`config.mk`:
```
export PLATFORM = sky130hd
export DESIGN_NAME = core_decode_stage_flat
export DESIGN_NICKNAME = d
export VERILOG_FILES = /design/src/rtl/core_decode_stage_if.sv /design/src/rtl/core_decode_stage.sv /design/src/flat_wrapper.sv
export SDC_FILE = /design/constraint.sdc
export NUM_CORES = 1
export LEC_CHECK = 0
export ABC_CLOCK_PERIOD_IN_PS = 3870
export BUFFER_PORTS_ARGS = -buffer_cell sky130_fd_sc_hd__buf_2
export CORE_MARGIN = 10
export CORE_UTILIZATION = 45
export DETAILED_ROUTE_END_ITERATION = 16
export PLACE_DENSITY = 0.66
export SKIP_CTS_REPAIR_TIMING = 1
export SLEW_MARGIN = 5
export SYNTH_ARGS = -nofsm -noshare
export SYNTH_HDL_FRONTEND = slang
export SYNTH_SLANG_ARGS = --single-unit
```
`constraint.sdc`:
```
create_clock -name clk -period 3.87 [get_ports clk]
set_input_delay 0.1935 -clock clk [delete_from_list [all_inputs] [get_ports clk]]
set_output_delay 0.1935 -clock clk [all_outputs]
set_load 0.05 [all_outputs]
```
`src/rtl/core_decode_stage_if.sv`:
```
// Fetch/execute handshake bundle for the decode stage.
// master drives fetch words, flags, flush and out_ready; slave is the decode stage.
interface core_decode_stage_if #(
    parameter int DEPTH     = 4,
    parameter int PTR_WIDTH = 30
);
    localparam int OCC_W = $clog2(DEPTH) + 1;

    logic                 in_valid;
    logic                 in_ready;
    logic [31:0]          in_insn;
    logic [PTR_WIDTH-1:0] in_pc;
    logic [3:0]           flags;
    logic                 flush;
    logic                 out_valid;
    logic                 out_ready;
    logic                 out_execute;
    logic                 out_undefined;
    logic                 out_writeback;
    logic                 out_branch;
    logic [PTR_WIDTH-1:0] out_branch_target;
    logic [3:0]           out_rd;
    logic [PTR_WIDTH-1:0] out_pc;
    logic [OCC_W-1:0]     occupancy;

    modport master (
        output in_valid, in_insn, in_pc, flags, flush, out_ready,
        input  in_ready, out_valid, out_execute, out_undefined, out_writeback,
               out_branch, out_branch_target, out_rd, out_pc, occupancy
    );

    modport slave (
        input  in_valid, in_insn, in_pc, flags, flush, out_ready,
        output in_ready, out_valid, out_execute, out_undefined, out_writeback,
               out_branch, out_branch_target, out_rd, out_pc, occupancy
    );
endinterface

```
`src/rtl/core_decode_stage.sv`:
```
// Buffered decode stage: DEPTH-entry instruction queue feeding a registered
// decode slot; condition evaluation against live flags stays combinational.
module core_decode_stage #(
    parameter int DEPTH     = 4,
    parameter int PTR_WIDTH = 30
) (
    input  logic               clk,
    input  logic               rst_n,
    core_decode_stage_if.slave bus
);
    localparam int AW    = $clog2(DEPTH);
    localparam int OCC_W = AW + 1;

    logic [31:0]          insn_mem [DEPTH];
    logic [PTR_WIDTH-1:0] pc_mem   [DEPTH];
    logic [AW-1:0]        wr_ptr, rd_ptr;
    logic [OCC_W-1:0]     count;

    logic                 out_valid, out_undefined, out_writeback, out_branch;
    logic [PTR_WIDTH-1:0] out_branch_target, out_pc;
    logic [3:0]           out_rd, cond_q;

    logic                 in_ready, enq, load;
    logic [31:0]          h_insn;
    logic [PTR_WIDTH-1:0] h_pc;
    logic                 d_undef, d_wb, d_branch;
    logic [PTR_WIDTH-1:0] d_target;
    logic [3:0]           d_rd;

    function automatic logic cond_pass(input logic [3:0] c, input logic [3:0] f);
        logic n, z, cf, v;
        {n, z, cf, v} = f;
        case (c)
            4'h0: cond_pass = z;
            4'h1: cond_pass = !z;
            4'h2: cond_pass = cf;
            4'h3: cond_pass = !cf;
            4'h4: cond_pass = n;
            4'h5: cond_pass = !n;
            4'h6: cond_pass = v;
            4'h7: cond_pass = !v;
            4'h8: cond_pass = cf && !z;
            4'h9: cond_pass = !cf || z;
            4'hA: cond_pass = (n == v);
            4'hB: cond_pass = (n != v);
            4'hC: cond_pass = !z && (n == v);
            4'hD: cond_pass = z || (n != v);
            4'hE: cond_pass = 1'b1;
            default: cond_pass = 1'b0;
        endcase
    endfunction

    assign in_ready = (count < OCC_W'(DEPTH));
    assign enq      = bus.in_valid && in_ready && !bus.flush;
    assign load     = (count != '0) && (!out_valid || bus.out_ready);

    always_comb begin
        h_insn   = insn_mem[rd_ptr];
        h_pc     = pc_mem[rd_ptr];
        d_undef  = (h_insn[31:28] == 4'hF) || (h_insn[27:25] == 3'b011 && h_insn[4]);
        d_wb     = 1'b0;
        d_branch = 1'b0;
        d_rd     = '0;
        d_target = '0;
        if (h_insn[27:25] == 3'b101) begin
            d_branch = 1'b1;
            d_target = h_pc + PTR_WIDTH'(2)
                     + {{(PTR_WIDTH-24){h_insn[23]}}, h_insn[23:0]};
            if (h_insn[24]) begin
                d_wb = 1'b1;
                d_rd = 4'd14;
            end
        end else if (h_insn[27:26] == 2'b00
                     && !(!h_insn[25] && h_insn[7] && h_insn[4])
                     && !(h_insn[24:23] == 2'b10 && !h_insn[20])) begin
            // With S=1 forced by the MRS/MSR exclusion, opcode 10xx is TST..CMN.
            d_rd = h_insn[15:12];
            d_wb = (h_insn[24:23] != 2'b10);
        end
    end

    always_ff @(posedge clk) begin
        if (enq) begin
            insn_mem[wr_ptr] <= bus.in_insn;
            pc_mem[wr_ptr]   <= bus.in_pc;
        end
    end

    always_ff @(posedge clk or negedge rst_n) begin
        if (!rst_n) begin
            wr_ptr            <= '0;
            rd_ptr            <= '0;
            count             <= '0;
            out_valid         <= 1'b0;
            out_undefined     <= 1'b0;
            out_writeback     <= 1'b0;
            out_branch        <= 1'b0;
            out_branch_target <= '0;
            out_rd            <= '0;
            out_pc            <= '0;
            cond_q            <= '0;
        end else if (bus.flush) begin
            wr_ptr    <= '0;
            rd_ptr    <= '0;
            count     <= '0;
            out_valid <= 1'b0;
        end else begin
            if (enq) wr_ptr <= wr_ptr + 1'b1;
            if (load) rd_ptr <= rd_ptr + 1'b1;
            case ({enq, load})
                2'b10:   count <= count + 1'b1;
                2'b01:   count <= count - 1'b1;
                default: count <= count;
            endcase
            if (load) begin
                out_valid         <= 1'b1;
                out_undefined     <= d_undef;
                out_writeback     <= d_wb;
                out_branch        <= d_branch;
                out_branch_target <= d_target;
                out_rd            <= d_rd;
                out_pc            <= h_pc;
                cond_q            <= h_insn[31:28];
            end else if (bus.out_ready) begin
                out_valid <= 1'b0;
            end
        end
    end

    assign bus.in_ready          = in_ready;
    assign bus.occupancy         = count;
    assign bus.out_valid         = out_valid;
    assign bus.out_execute       = out_valid && cond_pass(cond_q, bus.flags);
    assign bus.out_undefined     = out_undefined;
    assign bus.out_writeback     = out_writeback;
    assign bus.out_branch        = out_branch;
    assign bus.out_branch_target = out_branch_target;
    assign bus.out_rd            = out_rd;
    assign bus.out_pc            = out_pc;
endmodule

```
`src/flat_wrapper.sv`:
```
// flat-port wrapper written by rule: the top's interface ports become plain ports
module core_decode_stage_flat 
#(
    parameter int DEPTH     = 4,
    parameter int PTR_WIDTH = 30
)
  (clk, rst_n, bus_in_valid, bus_in_insn, bus_in_pc, bus_flags, bus_flush, bus_out_ready, bus_in_ready, bus_out_valid, bus_out_execute, bus_out_undefined, bus_out_writeback, bus_out_branch, bus_out_branch_target, bus_out_rd, bus_out_pc, bus_occupancy);
  core_decode_stage_if #(.DEPTH(DEPTH), .PTR_WIDTH(PTR_WIDTH)) bus_i ();
  input  logic clk;
  input  logic rst_n;
  input wire logic [$bits(bus_i.in_valid)-1:0] bus_in_valid;
  input wire logic [$bits(bus_i.in_insn)-1:0] bus_in_insn;
  input wire logic [$bits(bus_i.in_pc)-1:0] bus_in_pc;
  input wire logic [$bits(bus_i.flags)-1:0] bus_flags;
  input wire logic [$bits(bus_i.flush)-1:0] bus_flush;
  input wire logic [$bits(bus_i.out_ready)-1:0] bus_out_ready;
  output wire logic [$bits(bus_i.in_ready)-1:0] bus_in_ready;
  output wire logic [$bits(bus_i.out_valid)-1:0] bus_out_valid;
  output wire logic [$bits(bus_i.out_execute)-1:0] bus_out_execute;
  output wire logic [$bits(bus_i.out_undefined)-1:0] bus_out_undefined;
  output wire logic [$bits(bus_i.out_writeback)-1:0] bus_out_writeback;
  output wire logic [$bits(bus_i.out_branch)-1:0] bus_out_branch;
  output wire logic [$bits(bus_i.out_branch_target)-1:0] bus_out_branch_target;
  output wire logic [$bits(bus_i.out_rd)-1:0] bus_out_rd;
  output wire logic [$bits(bus_i.out_pc)-1:0] bus_out_pc;
  output wire logic [$bits(bus_i.occupancy)-1:0] bus_occupancy;
  assign bus_i.in_valid = bus_in_valid;
  assign bus_i.in_insn = bus_in_insn;
  assign bus_i.in_pc = bus_in_pc;
  assign bus_i.flags = bus_flags;
  assign bus_i.flush = bus_flush;
  assign bus_i.out_ready = bus_out_ready;
  assign bus_in_ready = bus_i.in_ready;
  assign bus_out_valid = bus_i.out_valid;
  assign bus_out_execute = bus_i.out_execute;
  assign bus_out_undefined = bus_i.out_undefined;
  assign bus_out_writeback = bus_i.out_writeback;
  assign bus_out_branch = bus_i.out_branch;
  assign bus_out_branch_target = bus_i.out_branch_target;
  assign bus_out_rd = bus_i.out_rd;
  assign bus_out_pc = bus_i.out_pc;
  assign bus_occupancy = bus_i.occupancy;
  core_decode_stage #(.DEPTH(DEPTH), .PTR_WIDTH(PTR_WIDTH)) u_core (.clk(clk), .rst_n(rst_n), .bus(bus_i));
endmodule
```
==> flow_results.org, run 1 <==
** Clock network
- Skew-Pair Late Insertion Delay :: 0.51 ns
- CTS tree :: built
- Clock buffer count from CTS :: 34
- Clock-pin slew was measured on the worst setup and hold paths at around 0.060 ns.
- Number of clock sinks :: 327
- The cell sitting at the root of the clock tree is a sky130_fd_sc_hd__clkbuf_16.
- Counting along the longest clock path gives a buffer depth of 3.
- CTS HTree Levels :: 2

** Global route
- Summed over all layers, the global routing overflow is 0.
- The initial antenna violation count is 1.
- The via count of the first global-routing pass was 8571.
- Global-route wire length before repair :: 51000 µm
- Maximum number of pins on one net before global-route repair :: 63
- Across every metal layer, demand over resource in global routing totals 0.171.

** Flow run
- Across the run, the number of max-cap violations was 0.

** Min path
- In this run the worst hold path is classified as in -> reg.
- Counting instances, the worst hold path has a depth of 2.
- The startpoint identified for the worst hold timing path is bus_flush.
- Hold path endpoint :: u_core.wr_ptr[0]

** Die
- For this configuration, the core starts out at a cell density of 0.459.
- Die W :: roughly 200 µm
- After floorplanning, the core was divided into 64 placement rows.
- Floorplan die area :: roughly 39000 µm²
- The core region is 30700 µm².
- Die boundary height :: 197 µm
- For this design the top-level I/O count stands at 144.

** Setup path
- At the worst endpoint, the required time is 4.23 ns.
- Startpoint-to-endpoint class of the critical path :: reg -> reg
- Critical Path Sink Type :: register
- Critical R2R Capture :: u_core.bus.out_branch_target[26]
- Arrival time at the worst endpoint :: 4.04 ns
- The signal on the critical path passes through buf_16, mux4_2, ha_1, ha_1, a21oi_2, o21ai_1, a2111oi_2, o21bai_1, a221o_1, a31oi_1, xor2_1, o21ai_1.
- Sort of element at the start of the critical path :: register
- FF-to-FF setup slack :: 0.19 ns
- Slowest cell on crit path :: sky130_fd_sc_hd__mux4_2
- Maximum fanout along the worst path :: 22
- Slowest Stage Delay on Critical Path :: 0.54 ns
- Startpoint of the lowest-slack register-to-register path :: u_core.rd_ptr[0]
- Worst Reg2Reg Path Length in Cells :: 12

** Power and ir drop
- Total power per unit cell area :: 842 nW/µm²
- Summed over all cells, the static leakage comes to 6.76 nW.
- Summing internal, switching and leakage power gives 14.5 mW.
- IR Drop Worst-Case VDD :: between 0.4 and 0.5 mV

** STA
- Shortest clock period the worst path allows after layout :: 3.68 ns
- Setup violations remaining at the end of the flow were counted as 0.
- On the final layout, the worst clock skew is 0.0146 ns.
- Dividing the final minimum period by the clock period gives 0.951.
- The number of slew-limit violations in the final report is 0.
- The number of endpoints with negative hold slack in the final report is 0.
- Across all hold checks on the routed design, the worst slack comes to 0.0459 ns.
- At the pin with the least slew margin, the transition time is 0.951 ns.
- Max Freq :: 272 MHz
- Headroom to the max-slew limit came out at 0.366.

** Cells and area
- Area Overhead vs Synth :: 22.2%
- In the final layout, the share of cells above drive strength 1 is 0.270.
- Ant. Diodes :: 0
- The net count of the finished layout is 1282.

** Routing
- Once detail routing completed, the nets flagged for antenna violations numbered 0.
- Sum of met2 wire segment lengths after detailed routing :: 16500 µm
- Number of remaining DRC errors :: 0
- In the final routed layout, each cell accounts on average for 21.3 µm.
- Vias :: 8485
- The routed design uses between 1500 and 2000 µm of met3 wire.
- TritonRoute pass-1 iters :: 5
- After detailed routing, the number of vias per cell comes to 5.41.
- After detailed routing, the total wire length is 33400 µm.
- After detailed routing, no signal wire sits above met5.
- After detailed routing, the wire length on met1 is 14700 µm.
- 1st-iter DRT viols :: 612

** Yosys
- Synth cell types :: 62
- During synthesis, Yosys emitted a total of 0 warnings.
- Share of synthesized registers carrying an async set or reset :: 0.242
- Count of flip-flops with a built-in enable after synthesis :: about 250
- The number of nets handed over by synthesis was 1048.
- Avg Inst Size Synth :: 15.5 µm²
- Summing every instance area after synthesis gives ~14000 µm².
- FF+latch count, synth :: 327
- Share of the yosys chip area belonging to registers :: 0.667
- Count of mapped cells out of synthesis :: 914
- The most used flip-flop cell after synthesis is sky130_fd_sc_hd__edfxtp_1.

** Placed design
- Number of input and output port buffers inserted :: 143
- At the end of routability-driven placement, the weighted congestion stood at 0.888.
- DP HPWL :: ~23000 µm

** Run status
- The run finished with clean final reports.
-- routing by layer --
layer	up-vias	global-route usage
met5	-	0
met4	2	0.0376
met3	40	0.0356
met2	214	0.282
met1	4282	0.229
li1	3947	-
-- worst max-delay path by stage --
stage / from / end / slack (ns) / cells past startpoint
after floorplan: u_core.rd_ptr[0] / u_core.bus.out_branch_target[29] / -0.008 / 14
after global placement: u_core.rd_ptr[0] / u_core.bus.out_branch_target[21] / 0.14 / 16
after detailed placement: u_core.rd_ptr[0] / u_core.bus.out_branch_target[21] / 0.08 / 16
after CTS: u_core.rd_ptr[0] / u_core.bus.out_branch_target[21] / 0.03 / 16
after global routing: u_core.rd_ptr[0] / u_core.bus.out_branch_target[26] / -0.03 / 12
final: u_core.rd_ptr[0] / u_core.bus.out_branch_target[26] / 0.19 / 12
-- power by group --
part	internal [mW]	switching [mW]	total, mW	leakage (nW)
Combinational	2.63	4.31	6.94	2.98
Clock	1.74	1.26	3.01	0.502
Sequential	4.30	0.294	4.59	3.28
-- cells in the final DEF (no fill, tap or decap), types with 7 or more instances in the layout --
cell type | netlist | final
sky130_fd_sc_hd__xor2_1 | 13 | 13
sky130_fd_sc_hd__inv_1 | 14 | 13
sky130_fd_sc_hd__o31ai_1 | 10 | 9
sky130_fd_sc_hd__dfrtp_1 | 79 | 77
sky130_fd_sc_hd__buf_2 | 11 | 142
sky130_fd_sc_hd__mux4_2 | 62 | 62
sky130_fd_sc_hd__o21ai_1 | 18 | 17
sky130_fd_sc_hd__clkbuf_1 | 26 | 13
sky130_fd_sc_hd__ha_1 | 61 | 59
sky130_fd_sc_hd__clkbuf_16 | 0 | 34
sky130_fd_sc_hd__buf_4 | 1 | 24
sky130_fd_sc_hd__nor2_1 | 22 | 21
sky130_fd_sc_hd__a31oi_1 | 9 | 9
sky130_fd_sc_hd__xnor2_1 | 20 | 20
sky130_fd_sc_hd__a21o_1 | 12 | 12
sky130_fd_sc_hd__a21oi_1 | 32 | 31
sky130_fd_sc_hd__nand2_1 | 163 | 163
sky130_fd_sc_hd__dlygate4sd3_1 | 0 | 64
sky130_fd_sc_hd__nor3_1 | 7 | 7
sky130_fd_sc_hd__buf_12 | 0 | 8
sky130_fd_sc_hd__edfxtp_1 | 248 | 248
sky130_fd_sc_hd__o21ai_0 | 19 | 18
-- cell type report --
class	count	area [µm²]
well taps	396	495
inverters	14	52.6
clock inverters	6	40.0
clock buffers	53	982
repair buffers	239	1720
fillers	2507	13500
flip-flops and latches	327	9430
multi-input cells	532	4550
-- worst max-delay path, delay by kind of cell (launching register included) --
| kind | cells | cell delay [ns] |
|---|---|---|
| buffers and inverters | 1 | 0.22 |
| flip-flops | 1 | 0.49 |
| adder cells (fa/ha/maj) | 2 | 0.68 |
| multiplexers | 1 | 0.54 |
| XOR/XNOR | 1 | 0.17 |
| AO/OA/AOI/OAI | 7 | 1.41 |
-- cells in the mapped netlist, types with 9 or more instances --
| cell | number | area, µm² |
|---|---|---|
| sky130_fd_sc_hd__a31oi_1 | 9 | 56.3 |
| sky130_fd_sc_hd__buf_2 | 11 | 55.1 |
| sky130_fd_sc_hd__mux4_2 | 62 | 1400 |
| sky130_fd_sc_hd__o21ai_0 | 19 | 95.1 |
| sky130_fd_sc_hd__xnor2_1 | 20 | 175 |
| sky130_fd_sc_hd__o21ai_1 | 18 | 90.1 |
| sky130_fd_sc_hd__edfxtp_1 | 248 | 7450 |
| sky130_fd_sc_hd__nand2_1 | 163 | 612 |
| sky130_fd_sc_hd__xor2_1 | 13 | 114 |
| sky130_fd_sc_hd__inv_1 | 14 | 52.6 |
| sky130_fd_sc_hd__o31ai_1 | 10 | 75.1 |
| sky130_fd_sc_hd__a21oi_1 | 32 | 160 |
| sky130_fd_sc_hd__clkbuf_1 | 26 | 97.6 |
| sky130_fd_sc_hd__a21o_1 | 12 | 90.1 |
| sky130_fd_sc_hd__nor2_1 | 22 | 82.6 |
| sky130_fd_sc_hd__dfrtp_1 | 79 | 1980 |
| sky130_fd_sc_hd__ha_1 | 61 | 763 |
-- kinds of logic (layout without fill, tap and decap cells) --
family,Yosys count,after routing,share of synthesized area
AOI/OAI and AO/OA,135,135,0.0645
xor gates and xnor gates,33,33,0.0205
adders and majority gates,63,63,0.0569
DFF,327,327,0.667
and+or+nand+nor,234,234,0.0727
buffers and inverters,55,312,0.0159
muxes,67,67,0.102
-- metrics by stage --
step	area [µm²]	worst slack (ns)	util	TNS, ns	cells
2_1_floorplan	14100	-0.00755	-	-0.00755	914
3_3_place_gp	15500	0.139	0.504	0	1439
3_5_place_dp	15500	0.0780	0.504	0	1439
4_1_cts	16500	0.0293	0.537	0	1498
5_1_grt	17300	-0.0340	0.562	-0.0422	1567
6_report	17300	0.189	0.562	0	1567
-- sequential cells by signal, summed over array words and instances, names as in the netlist --
register	count
u_core.bus.occupancy	3
u_core.bus.out_branch	1
u_core.bus.out_branch_target	30
u_core.bus.out_pc	30
u_core.bus.out_rd	4
u_core.bus.out_undefined	1
u_core.bus.out_valid	1
u_core.bus.out_writeback	1
u_core.cond_q	4
u_core.insn_mem	128
u_core.pc_mem	120
u_core.rd_ptr	2
u_core.wr_ptr	2
No activity file was read; power rests on OpenSTA's default activity.
==> inputs of run 2 (changes only) <==
--- a/config.mk
+++ b/config.mk
@@ -6,5 +6,5 @@
 export NUM_CORES = 1
 export LEC_CHECK = 0
-export ABC_CLOCK_PERIOD_IN_PS = 3870
+export ABC_CLOCK_PERIOD_IN_PS = 3000
 export BUFFER_PORTS_ARGS = -buffer_cell sky130_fd_sc_hd__buf_2
 export CORE_MARGIN = 10
@@ -12,4 +12,5 @@
 export DETAILED_ROUTE_END_ITERATION = 16
 export PLACE_DENSITY = 0.66
+export RECOVER_POWER = 100
 export SKIP_CTS_REPAIR_TIMING = 1
 export SLEW_MARGIN = 5
==> constraint.sdc (replaced) <==
create_clock -name clk -period 3 [get_ports clk]
set_input_delay 0.9 -clock clk [delete_from_list [all_inputs] [get_ports clk]]
set_output_delay 0.9 -clock clk [all_outputs]
set_load 0.05 [all_outputs]
==> run 2 against run 1 <==
  * The run now ends with capacitance limit, setup timing left
  * Combinational power up 70%
  * Critical path depth up 4
  * Routed wire length up 5.7%
  * Sequential share of layout area down 2.4 points
  * Critical endpoint is now u_core.bus.out_branch_target[17]
==> flow_results.org, run 2 (synthesis gave the netlist of run 1 again) <==
** Cells and area
- Fraction of layout instances using a drive strength above 1 :: 0.304
- In the final layout, the multi-input gates occupy 5080 µm².
- Biggest regs :: u_core.insn_mem: 128 flops, u_core.pc_mem: 120 flops
- Registers take between 9000 and 10000 µm².
- In the layout the commonest cells are sky130_fd_sc_hd__edfxtp_1, sky130_fd_sc_hd__nand2_1, sky130_fd_sc_hd__clkbuf_1.
- Fillcell total :: 2446
- At the end of the flow, the number of nets in the layout was 1342.
- Commonest non-fill, non-tap cell in the layout :: sky130_fd_sc_hd__edfxtp_1
- The register with the most flip-flops in the layout has 128 of them.
- Area Overhead vs Synth :: 27.9%
- Register name with the most flops :: u_core.insn_mem

** STA
- The number of slew-limit violations in the final report came to 0.
- At the pin with the least slew margin, the transition time is 1.47 ns.
- Headroom to the max-slew limit came out at 0.0111.
- Derived from the worst setup path, the maximum achievable clock frequency is 271 MHz.
- RSZ-0062 raised after global routing :: yes
- After layout, the minimum clock period comes to 3.69 ns.
- Final setup viols :: 23
- Layout Skew :: 0.00812 ns
- Final critical-path share of the clock period :: 1.23
- Aggregate negative setup slack :: -10.12 ns
- Final-report hold violation count :: 0
- Worst path setup slack after routing :: -0.686 ns
- Hold is met by 0.472 ns.

** Clock network
- TritonCTS built the clock tree.
- CTS Root Cell :: sky130_fd_sc_hd__clkbuf_16
- Clock buffer count from CTS :: 35
- Clock tree synthesis found a total of 327 sinks.
- Maximum buffer depth of the clock tree :: 3
- Register clock-pin slew on the reported worst setup and hold paths :: about 0.06 ns
- Skew-Pair Late Insertion Delay :: 0.52 ns
- The H-tree was split into 2 levels.

** Setup path
- Critical Path Sink Type :: register
- The slowest stage of the critical path belongs to the cell sky130_fd_sc_hd__dfrtp_4.
- The worst setup path is launched from a register.
- In this design, the stage delay of the slowest critical-path cell is 0.50 ns.
- Maximum fanout along the worst path :: 8
- In this design, the largest share of critical-path delay is due to compound AO/OA/AOI/OAI gates.
- Crit-path cells :: buf_12, buf_6, mux4_2, ha_4, inv_2, fa_2, nor2b_4, o31a_4, o2111ai_4, o21ai_2, buf_4, nand4_1, buf_4, o211ai_1, xnor2_1, o31ai_2
- For the worst setup path, the data arrival time is 4.10 ns.
- Req. time, crit path :: between 3 and 4 ns
- The critical path contains buffers and inverters numbering 5 combined.
- The setup path with the least slack is of type reg -> reg.
- In this design, the critical path's most frequently occurring cell is sky130_fd_sc_hd__buf_4.

** Routing
- Once detail routing completed, the nets flagged for antenna violations numbered 0.
- TritonRoute pass-1 iters :: 5
- For this block, the initial DRC count from the detailed router was 520.
- Number of vias per cell after detailed routing :: 5.41
- Vias :: 8832
- For this run, design rule violations remaining after detail routing come to 0.
- Final WL :: 35300 µm
- Dividing the detail-routed wire length by the instance count gives 21.6 µm.

** Power and ir drop
- Net Sw Frac :: 0.390
- The share of total power dissipated in sequential elements is 0.270.
- Dividing total power by cell area gives a power density of 1220 nW/µm².
- Of the total power, combinational logic draws 0.538.
- In this run the static leakage power is 6.76 nW.
- Clock group share of total power :: 0.192
- The internal power of the cells totals 13.4 mW.
- Power spent charging and discharging nets :: approximately 8.6 mW
- IR Drop Worst-Case VDD :: 0.557 mV
- Pwr Total :: ~22 mW

** Global route
- Vias in the first global route :: 9228
- The total overflow left after global routing is 0.
- GRT Util Overall :: 0.177
- Entering global routing, the biggest net connects 63 pins.
- Number of antenna violations at the first check in global routing :: 6
- The first global-routing pass estimated 53200 µm of wire.

** Run status
- The run finished, with violations left.
- Violations in the final reports :: capacitance limit, setup timing

** Placed design
- Number of input and output port buffers inserted :: 143
- Final weighted congestion in routability-driven placement :: 0.883
- Dpl ws :: -0.663 ns
- Once detailed placement completed, the half-perimeter wirelength came to 23600 µm.

** Die
- In this run the horizontal extent of the chip is 197 µm.
- The die is 197 µm tall.
- The initial utilization of the core area, before any placement, comes to 0.459.
- I/O pin cnt :: around 140
- Number of placement rows :: 64
- Core area :: about 31000 µm²
- The die covers 38900 µm².

** Flow run
- The tool flagged a number of max-cap violations equal to 1.

** Min path
- The tightest min-delay check is of the reg -> reg type.
run 2: cell count changes in the layout (fill, tap and decap cells not counted), sizes merged:
cell | previous run | this run
clkinvlp | 0 | 1
dlygate4sd3 | 64 | 0
diode | 0 | 4
buf | 175 | 155
clkinv | 6 | 12
inv | 14 | 16
bufinv | 0 | 4
clkbuf | 53 | 185
run 2: layout make-up:
cell class / instances / share of cell area
Multi-Input combinational cell: 532 / 0.281
Clock inverter: 19 / 0.0110
Antenna cell: 4 / 0.000554
Tap cell: 396 / 0.0274
Clock buffer: 42 / 0.0505
Timing Repair Buffer: 298 / 0.104
Inverter: 14 / 0.00305
Sequential cell: 327 / 0.522
run 2: worst paths after layout:
| check | slack [ns] | end | from | cells past startpoint |
|---|---|---|---|---|
| worst min-delay path | 0.47 | u_core.bus.out_pc[2] | u_core.bus.out_pc[2] | 2 |
| max in group asynchronous | 0.78 | u_core.rd_ptr[0] | rst_n | 2 |
| min in group asynchronous | 0.50 | u_core.bus.occupancy[0] | rst_n | 1 |
| worst min register to register | 0.47 | u_core.bus.out_pc[2] | u_core.bus.out_pc[2] | 2 |
| worst max register to register | -0.69 | u_core.bus.out_branch_target[17] | u_core.rd_ptr[0] | 16 |
| worst max-delay path | -0.69 | u_core.bus.out_branch_target[17] | u_core.rd_ptr[0] | 16 |
run 2: per-layer routing:
metal | GRT usage | part of all wire | vias to the layer above
li1 | - | - | 4074
met1 | 0.229 | 0.43 | 4467
met2 | 0.282 | 0.49 | 235
met3 | 0.0451 | 0.061 | 52
met4 | 0.0644 | 0.022 | 4
met5 | 0 | 0.00059 | -
run 2: power by group through the flow:
stage / combinational [mW] / sequential, mW / clock (mW)
finish: 11.8 / 5.93 / 4.23
global route: 12.8 / 6.00 / 4.51
CTS: 10.7 / 5.93 / 4.33
detailed placement: 10.6 / 6.02 / 0
global placement: 10.6 / 5.99 / 0
floorplan: 5.82 / 7.09 / 0
run 2: through the flow:
step                      cell area (µm²)   util  std cells
after global placement              16500  0.536       1536
after floorplan                     14500      -        914
after CTS                           17600  0.572       1597
after detailed placement            16500  0.536       1536
final                               18100  0.587       1632
after global routing                18100  0.587       1630
run 2: worst reg2reg max path, cell delays in order, from the launching register on:
cell and delay (ns):
sky130_fd_sc_hd__dfrtp_4 0.50, sky130_fd_sc_hd__buf_12 0.16, sky130_fd_sc_hd__buf_6 0.12, sky130_fd_sc_hd__mux4_2 0.48
sky130_fd_sc_hd__ha_4 0.31, sky130_fd_sc_hd__inv_2 0.04, sky130_fd_sc_hd__fa_2 0.40, sky130_fd_sc_hd__nor2b_4 0.13
sky130_fd_sc_hd__o31a_4 0.16, sky130_fd_sc_hd__o2111ai_4 0.15, sky130_fd_sc_hd__o21ai_2 0.22, sky130_fd_sc_hd__buf_4 0.15
sky130_fd_sc_hd__nand4_1 0.13, sky130_fd_sc_hd__buf_4 0.17, sky130_fd_sc_hd__o211ai_1 0.10, sky130_fd_sc_hd__xnor2_1 0.13
sky130_fd_sc_hd__o31ai_2 0.23
==> inputs of run 3 (changes only) <==
Settings changed: ABC_AREA from default to 0, CORE_UTILIZATION 45 to 25, PLACE_DENSITY 0.66 to default.
==> run 3 against run 2 <==
  * The run ends with capacitance limit, slew limit, setup timing left
  * Final cell count is 22% higher
  * Power is 3.5% higher
  * Sequential share of layout area is 1.4 points lower
  * Core utilization is 26 points lower
  * Worst hold slack hardly changed
  * Fmax hardly changed
  * Clock skew is 0.022 ns higher
  * Register-to-register slack hardly changed
  * Largest cell class unchanged
  * Largest power group unchanged
==> flow_results.org, run 3 (synthesis gave the netlist of run 1 again) <==
** Cells and area
- # nets final :: 1338
- The register with the most flip-flops in the layout has 128 of them.
- The finished cells cover 18600 µm².
- Area Overhead vs Synth :: 31.5%
- Ranked by flip-flop count, first place goes to u_core.insn_mem.
- Of the cells placed in the final design, the portion with a size suffix greater than 1 is 0.295.
- Post-Layout Cell Count :: approximately 2.0k
- The largest registers in the layout are u_core.insn_mem: 128 flops, u_core.pc_mem: 120 flops.
- Commonest non-fill, non-tap cell in the layout :: sky130_fd_sc_hd__edfxtp_1
- For this run, the share of the core covered by cells in the final layout is 0.331.
- In the layout the commonest cells are sky130_fd_sc_hd__edfxtp_1, sky130_fd_sc_hd__nand2_1, sky130_fd_sc_hd__clkbuf_1.

** Routing
- In the routed design, unresolved DRC markers number 0.
- TritonRoute pass-1 iters :: 5
- Detailed routing inserted a total of 8744 vias.
- The routed design has 39500 µm of wire.
- 1st-iter DRT viols :: 477
- After detailed routing, the average wire length per cell comes to 19.8 µm.
- Number of vias per cell after detailed routing :: about 4.4
- Post-DRT Antenna Nets :: 0

** Placed design
- Detailed placement ended at an HPWL of 27600 µm.
- Placed standard-cell area :: 17000 µm²
- Dpl cells :: 1898
- In this run the tool buffered the top-level ports with 143 buffer cells.
- Routability-driven placement finished with a final weighted congestion of 0.827.

** Power and ir drop
- Total power per unit cell area :: between 1000 and 1500 nW/µm²
- For this design the total switching power over the nets is 8.83 mW.
- Of the total power, registers draw 0.259.
- Proportion of power drawn by combinational gates :: 0.527
- Internal :: roughly 14 mW
- Net Sw Frac :: 0.388
- The worst-case IR drop observed on VDD is 0.469 mV.
- Clock group share of total power :: 0.214
- In this run the static leakage power is 6.84 nW.

** Setup path
- Startpoint-to-endpoint class of the critical path :: reg -> reg
- Along the worst path, the maximum fanout reaches 8.
- STA classifies the critical path endpoint as a register.
- Data on the critical path is required at its endpoint by 3.38 ns.
- Data on the critical path arrives at its endpoint at between 4 and 5 ns.
- Sort of element at the start of the critical path :: register
- Counting cells, the worst reg-to-reg path comes to 14.

** Run status
- The checks that failed: capacitance limit, slew limit, setup timing.
- Run status :: finished with violations

** STA
- Max Freq :: 271 MHz
- In the post-route analysis, the smallest setup slack over all paths is -0.684 ns.
- Shortest clock period the worst path allows after layout :: about 3.7 ns
- The number of slew-limit violations in the final report is 29.
- Final-report hold violation count :: 0
- For the final database, setup skew stands at 0.0297 ns.
- Setup violations remaining at the end of the flow were counted as 22.
- Aggregate negative setup slack :: -10.44 ns
- Transition time at the pin with the least slew margin :: around 1.8 ns
- The worst pin sits at a relative slew slack of -0.219.
- Of the available clock period, the critical path in the final layout requires 1.23.
- Setup repair after global routing could not meet its margin everywhere.

** Die
- For this design the top-level I/O count stands at approximately 140.
- The die covers 66400 µm².
- Starting Density :: 0.251
- In this run the core area contains 87 standard-cell rows.
- In this run the horizontal extent of the chip is 258 µm.
- The core region is 56200 µm².
- From bottom edge to top edge, the die measures 258 µm.

** Global route
- Maximum number of pins on one net before global-route repair :: 63
- Number of antenna violations at the first check in global routing :: 15
- The via count of the first global-routing pass came to 9165.
- GRT Util Overall :: 0.116
- Met2 routing resource usage after global routing :: 0.187
- For this run, global-route usage on met1 was measured as 0.142.
- For this run, global-route usage on met3 was measured as 0.0467.
- met2 is the most crowded layer.
- GRT Residual Overflow :: 0
- Global-route wire length before repair :: around 59000 µm

** Clock network
- Maximum buffer depth of the clock tree :: 3
- Counting the buffers created by CTS gives 38.
- The later pin in the worst-skew pair is clocked with a latency of roughly 0.54 ns.
- CTS tree :: built
- The tree is rooted in a sky130_fd_sc_hd__clkbuf_16.
- In this run the number of H-tree levels came out at 2.
- Register clock-pin slew on the reported worst setup and hold paths :: 0.06 ns
- CTS saw roughly 330 sinks.

** Min path
- In this run the worst hold path is classified as reg -> reg.
- Cell depth of the worst min-delay path :: 2

** Flow run
- The tool flagged a number of max-cap violations equal to 1.
==> run 3: area by class of cell <==
class | count | area [µm²]
Antenna cell | 8 | 20.0
Clock buffer | 51 | 1040
Clock inverter | 17 | 269
Fill cell | 5543 | 37600
Inverter | 14 | 55.1
Multi-Input combinational cell | 532 | 4970
Sequential cell | 327 | 9430
Tap cell | 756 | 946
Timing Repair Buffer | 291 | 1840
==> run 3: per-stage QoR <==
stage,power (mW),worst slack [ns],hold slack [ns]
5_1_grt,24.1,-0.829,0.502
2_1_floorplan,12.9,-0.585,0.542
3_5_place_dp,17.0,-0.670,0.461
3_3_place_gp,16.9,-0.632,0.454
4_1_cts,22.0,-0.709,0.330
6_report,22.7,-0.684,0.472
==> run 3: routing by layer <==
| layer | vias to the layer above | part of all wire |
|---|---|---|
| met5 | - | 0.0025 |
| met4 | 14 | 0.018 |
| met3 | 55 | 0.082 |
| met2 | 181 | 0.48 |
| met1 | 4415 | 0.42 |
| li1 | 4079 | - |
==> run 3: critical path, cell delays in order (launching register included) <==
cell and delay, ns:
sky130_fd_sc_hd__dfrtp_4 0.52, sky130_fd_sc_hd__buf_12 0.15, sky130_fd_sc_hd__clkbuf_16 0.16, sky130_fd_sc_hd__buf_6 0.12, sky130_fd_sc_hd__mux4_2 0.46, sky130_fd_sc_hd__ha_4 0.31, sky130_fd_sc_hd__ha_4 0.20, sky130_fd_sc_hd__nor2b_4 0.13
sky130_fd_sc_hd__o31a_4 0.30, sky130_fd_sc_hd__o2111ai_4 0.26, sky130_fd_sc_hd__o21ai_4 0.09, sky130_fd_sc_hd__a311o_2 0.35, sky130_fd_sc_hd__a221oi_2 0.26, sky130_fd_sc_hd__xnor2_1 0.16, sky130_fd_sc_hd__o21ai_2 0.07
==> run 3: final timing paths <==
| path | startpoint | endpoint | slack (ns) |
|---|---|---|---|
| worst min-delay path | u_core.bus.out_pc[2] | u_core.bus.out_pc[2] | 0.47 |
| max in group asynchronous | rst_n | u_core.rd_ptr[0] | 0.28 |
| min in group asynchronous | rst_n | u_core.bus.out_branch_target[22] | 0.87 |
| worst max register to register | u_core.rd_ptr[0] | u_core.bus.out_branch_target[29] | -0.68 |
| worst min register to register | u_core.bus.out_pc[2] | u_core.bus.out_pc[2] | 0.47 |
| worst max-delay path | u_core.rd_ptr[0] | u_core.bus.out_branch_target[29] | -0.68 |
==> run 3: power groups by stage <==
stage	Sequential [mW]	Combinational [mW]	Clock (mW)
floorplan	7.09	5.82	0
global placement	5.95	11.0	0
detailed placement	5.98	11.0	0
CTS	5.89	11.1	5.00
global route	5.96	13.0	5.20
finish	5.89	12.0	4.88
